$ cat src/rtl/cla_add32_pkg.sv
// Carry-lookahead helpers shared by the 4-bit block and the 32-bit tree.
// Latency: pure functions, zero cycles.
// Backpressure: none; combinational helpers only.
package cla_add32_pkg;

    // Carries into positions 0..3 of a 4-wide lookahead level, from per-position g/p and a carry-in.
    // Every carry is a flat sum of products, so nothing ripples between positions.
    function automatic logic [3:0] lookahead4(
        input logic [3:0] gi,
        input logic [3:0] pi,
        input logic       cin
    );
        logic [3:0] c;
        c[0] = cin;
        c[1] = gi[0] | (pi[0] & cin);
        c[2] = gi[1] | (pi[1] & gi[0]) | (pi[1] & pi[0] & cin);
        c[3] = gi[2] | (pi[2] & gi[1]) | (pi[2] & pi[1] & gi[0])
             | (pi[2] & pi[1] & pi[0] & cin);
        return c;
    endfunction

    // Group generate of four positions: the group produces a carry-out on its own, whatever its carry-in.
    function automatic logic group_g4(
        input logic [3:0] gi,
        input logic [3:0] pi
    );
        return gi[3] | (pi[3] & gi[2]) | (pi[3] & pi[2] & gi[1])
             | (pi[3] & pi[2] & pi[1] & gi[0]);
    endfunction

endpackage

$ cat src/rtl/cla_add32_gp4.sv
// 4-bit lookahead block: bit p/g, block G/P and sum slice from a carry-in.
// Latency: combinational, zero cycles.
// Backpressure: none; outputs follow inputs.
module cla_gp4
    import cla_add32_pkg::*;
(
    input  logic [3:0] a,
    input  logic [3:0] b,
    input  logic       ci,
    output logic [3:0] s,
    output logic       g,
    output logic       p
);

    logic [3:0] bit_g;
    logic [3:0] bit_p;
    logic [3:0] bit_c;

    // Bit-level propagate/generate, lookahead carries, sum and block G/P.
    always_comb begin
        bit_p = a ^ b;
        bit_g = a & b;
        bit_c = lookahead4(bit_g, bit_p, ci);
        s     = bit_p ^ bit_c;
        g     = group_g4(bit_g, bit_p);
        p     = &bit_p;
    end

endmodule

$ cat src/rtl/cla_add32.sv
// 32-bit carry-lookahead adder: s = a + b + ci (mod 2^32) plus group generate/propagate.
// Latency: combinational, zero cycles; clock/reset do not touch the datapath.
// Backpressure: none; no handshake, outputs follow inputs at all times.
module cla_add32
    import cla_add32_pkg::*;
(
    input  logic        clock,
    input  logic        reset,
    input  logic [31:0] a,
    input  logic [31:0] b,
    input  logic        ci,
    output logic [31:0] s,
    output logic        g,
    output logic        p
);

    localparam int WIDTH = 32;
    localparam int BLK   = 4;
    localparam int NBLK  = WIDTH / BLK;

    logic [NBLK-1:0] blk_g;
    logic [NBLK-1:0] blk_p;
    logic [NBLK-1:0] blk_c;
    logic [1:0]      grp_g;
    logic [1:0]      grp_p;
    logic [1:0]      grp_c;

    // Eight 4-bit blocks; each takes its carry-in from the lookahead tree below.
    for (genvar i = 0; i < NBLK; i++) begin : g_blk
        cla_gp4 u_blk (
            .a  (a[i*BLK +: BLK]),
            .b  (b[i*BLK +: BLK]),
            .ci (blk_c[i]),
            .s  (s[i*BLK +: BLK]),
            .g  (blk_g[i]),
            .p  (blk_p[i])
        );
    end

    // Two-level tree: blocks 0-3 and 4-7 form groups, the top combine joins the groups.
    // Block carry-ins depend only on block G/P and ci, never on a neighbouring block's sum path.
    always_comb begin
        grp_g[0] = group_g4(blk_g[3:0], blk_p[3:0]);
        grp_p[0] = &blk_p[3:0];
        grp_g[1] = group_g4(blk_g[7:4], blk_p[7:4]);
        grp_p[1] = &blk_p[7:4];

        grp_c[0] = ci;
        grp_c[1] = grp_g[0] | (grp_p[0] & ci);

        blk_c[3:0] = lookahead4(blk_g[3:0], blk_p[3:0], grp_c[0]);
        blk_c[7:4] = lookahead4(blk_g[7:4], blk_p[7:4], grp_c[1]);

        g = grp_g[1] | (grp_p[1] & grp_g[0]);
        p = grp_p[1] & grp_p[0];
    end

    // All-propagate means no bit can generate, so g and p are never high together.
    a_gp_exclusive: assert property (@(posedge clock) disable iff (reset) !(g && p));

endmodule

$ cat config.mk
export PLATFORM = sky130hd
export DESIGN_NAME = cla_add32
export DESIGN_NICKNAME = d
export VERILOG_FILES = /design/src/rtl/cla_add32_pkg.sv /design/src/rtl/cla_add32_gp4.sv /design/src/rtl/cla_add32.sv
export SDC_FILE = /design/constraint.sdc
export NUM_CORES = 1
export LEC_CHECK = 0
export ABC_AREA = 1
export BUFFER_PORTS_ARGS = -buffer_cell sky130_fd_sc_hd__buf_4
export CORE_MARGIN = 5
export CORE_UTILIZATION = 40
export DETAILED_ROUTE_END_ITERATION = 8
export PLACE_DENSITY_LB_ADDON = 0.05
export SLEW_MARGIN = 30
export SYNTH_ARGS = -nofsm -noshare
export SYNTH_HDL_FRONTEND = slang
export SYNTH_SLANG_ARGS = --single-unit
$ cat constraint.sdc
create_clock -name vclk -period 2.05
set_clock_uncertainty 0.1 [all_clocks]
set_input_delay 0.1025 -clock vclk [all_inputs]
set_output_delay 0.1025 -clock vclk [all_outputs]
set_load 0.005 [all_outputs]
==> run metrics <==
Routed Antenna Nets=0; Lkg Pwr=1.71 nW; via/cell ratio=4.77; Seq cells=0; GRT Overall Usage=0.176; port bufs=99; HP Class=primary input to primary output; drt drc=0; critical path data required time=1.85 ns; Worst setup SP type=primary input; Nets=500; met1 usage=0.214; Setup WS pre-CTS=-0.156 ns; final hold slack=0.471 ns; top cells by instance count after synthesis=68 x nand2_1, 38 x inv_1, 32 x ha_1; top post-synthesis cells by area=ha_1 25%, nand2_1 16%, fa_1 10%; Final Cell Area=3200 µm²; Core ar.=3940 µm²; Setup CP Type=primary input to primary output; Layout area overhead=98.7%; Avg Cell Area, Syn=6.41 µm²; pin count of the biggest net entering global routing=7; Max-Cap Viols=0; drt wl/cell=12.1 µm; layout cell share with drive strength beyond 1=0.581; global-route wire length before repair=8.04 mm; grt ovf=0; CP Cell Sequence=buf_6, ha_4, a21o_1, nor2_2, buf_4, o211ai_2, nand2_1, nand3_2, fa_2, xor2_1, buf_4; Pre-antenna DRT Iters=4; 1st-iter DRT viols=26; # fillers=275; worst-margin pin slew=0.267 ns; cell with the most instances after synthesis=nand2_1; flip-flop and latch area=0 µm²; crit path max-delay cell type=fa_2; Synth top area share=0.249; setup TNS=0 ns; Peak VDD IR=0.000173 V; register area share after synthesis=0; Slew headroom=0.822; Synth Net Count=358; Placer Congestion=0.822; GR Util met3=0.0137; Die Wd=73.4 µm; critical path arrival=1.83 ns; synth unique cells=28; Worst Setup SP=b[7]; met2 Use GR=0.332; Die ar.=5390 µm²; f_max=491 MHz; Slew Limit Fails=0; Initial Util=0.408; Tot Pwr=1.05 mW; Die Span Y=73.4 µm; row cnt=23; Most Crowded Layer GR=met2; P per Cell Area=328 nW/µm²; fin crit period=2.04 ns; Final WS setup=0.0130 ns; placed insts=436; Ant. Diodes=0; vias in the first global route=2026; crit path max fanout=3; DP Area=2690 µm²; YS warnings=0; Final Hold Fails=0; routed wire length=5.32 mm; initial antenna violation count=0; post-synthesis cell area=1610 µm²; # clk buffers=0; CP endpoint kind=primary output; status=completed; RSZ-0062 raised after global routing=true; Tcrit/Tclk final=0.994; Setup violations, final=0; I/O pins=101; Mapped Cells=251; via count=2103; DP HPWL=4.07 mm; Critical Path End=s[13]; Post-Layout Cell Count=441; final core occ=0.811; hold buffers post-CTS=0; top cell type by total area after synthesis=ha_1; most used cell, CP=buf_4; Max stage delay on crit path=0.37 ns
what timing repair did:
| item | 4_1_cts | 5_1_grt |
|---|---|---|
| pin swaps | 5 | 33 |
| endpoints found under the setup margin | 11 | 16 |
| gates resized for setup | 27 | 58 |
| buffers inserted | 1 | 4 |
critical path, delay by kind of cell:
kind / cells / cell delay, ns
compound gates: 2 / 0.28
xor+xnor: 1 / 0.15
fa+ha+maj: 2 / 0.62
buf+inv: 3 / 0.36
simple gates: 3 / 0.33
area by class of cell:
class / count / area, µm² / area share
Tap cell: 50 / 62.6 / 0.0196
Multi-Input combinational cell: 210 / 1880 / 0.589
Inverter: 41 / 155 / 0.0485
Timing Repair Buffer: 140 / 1100 / 0.343
worst min-delay path by stage:
stage / start / end / slack (ns) / cells past startpoint
after CTS: b[12] / s[12] / 0.45 / 3
after detailed placement: b[28] / s[28] / 0.45 / 3
after global placement: b[20] / s[20] / 0.45 / 3
after global routing: b[28] / s[28] / 0.49 / 3
after floorplan: b[12] / s[12] / 0.26 / 1
final: b[4] / s[4] / 0.47 / 3
kinds of logic after synthesis:
group,Yosys count,synth area share
and+or+nand+nor,124,0.348
buffers and inverters,41,0.0964
adders and majority gates,40,0.348
AOI/OAI and AO/OA,30,0.120
xor gates and xnor gates,16,0.0871
metal layers:
metal | part of all wire | wire length [µm]
met2 | 0.54 | 2860
met4 | 0.027 | 141
met5 | 0 | 0
met3 | 0.058 | 309
met1 | 0.38 | 2010
report_power, final:
| part | leakage (nW) | internal (mW) | switching (mW) |
|---|---|---|---|
| registers | 0 | 0 | 0 |
| logic | 1.71 | 0.601 | 0.449 |
| clock network | 0 | 0 | 0 |
| total | 1.71 | 0.601 | 0.449 |
placed cells by master, fill, tap and decap left out, drive strengths merged:
master	Yosys	layout
nand2	79	79
clkinv	1	1
nand4	2	2
xnor2	4	4
ha	32	32
inv	40	40
o211ai	1	1
xor2	12	12
or2	1	1
a21o	5	5
and3	1	1
o221ai	1	1
nor2	23	23
a31oi	2	2
a21oi	16	16
buf	0	140
nor3	2	2
o21ai	1	1
o21bai	2	2
fa	8	8
nand3	16	16
a221oi	2	2
(Power assumes the default switching activity.)
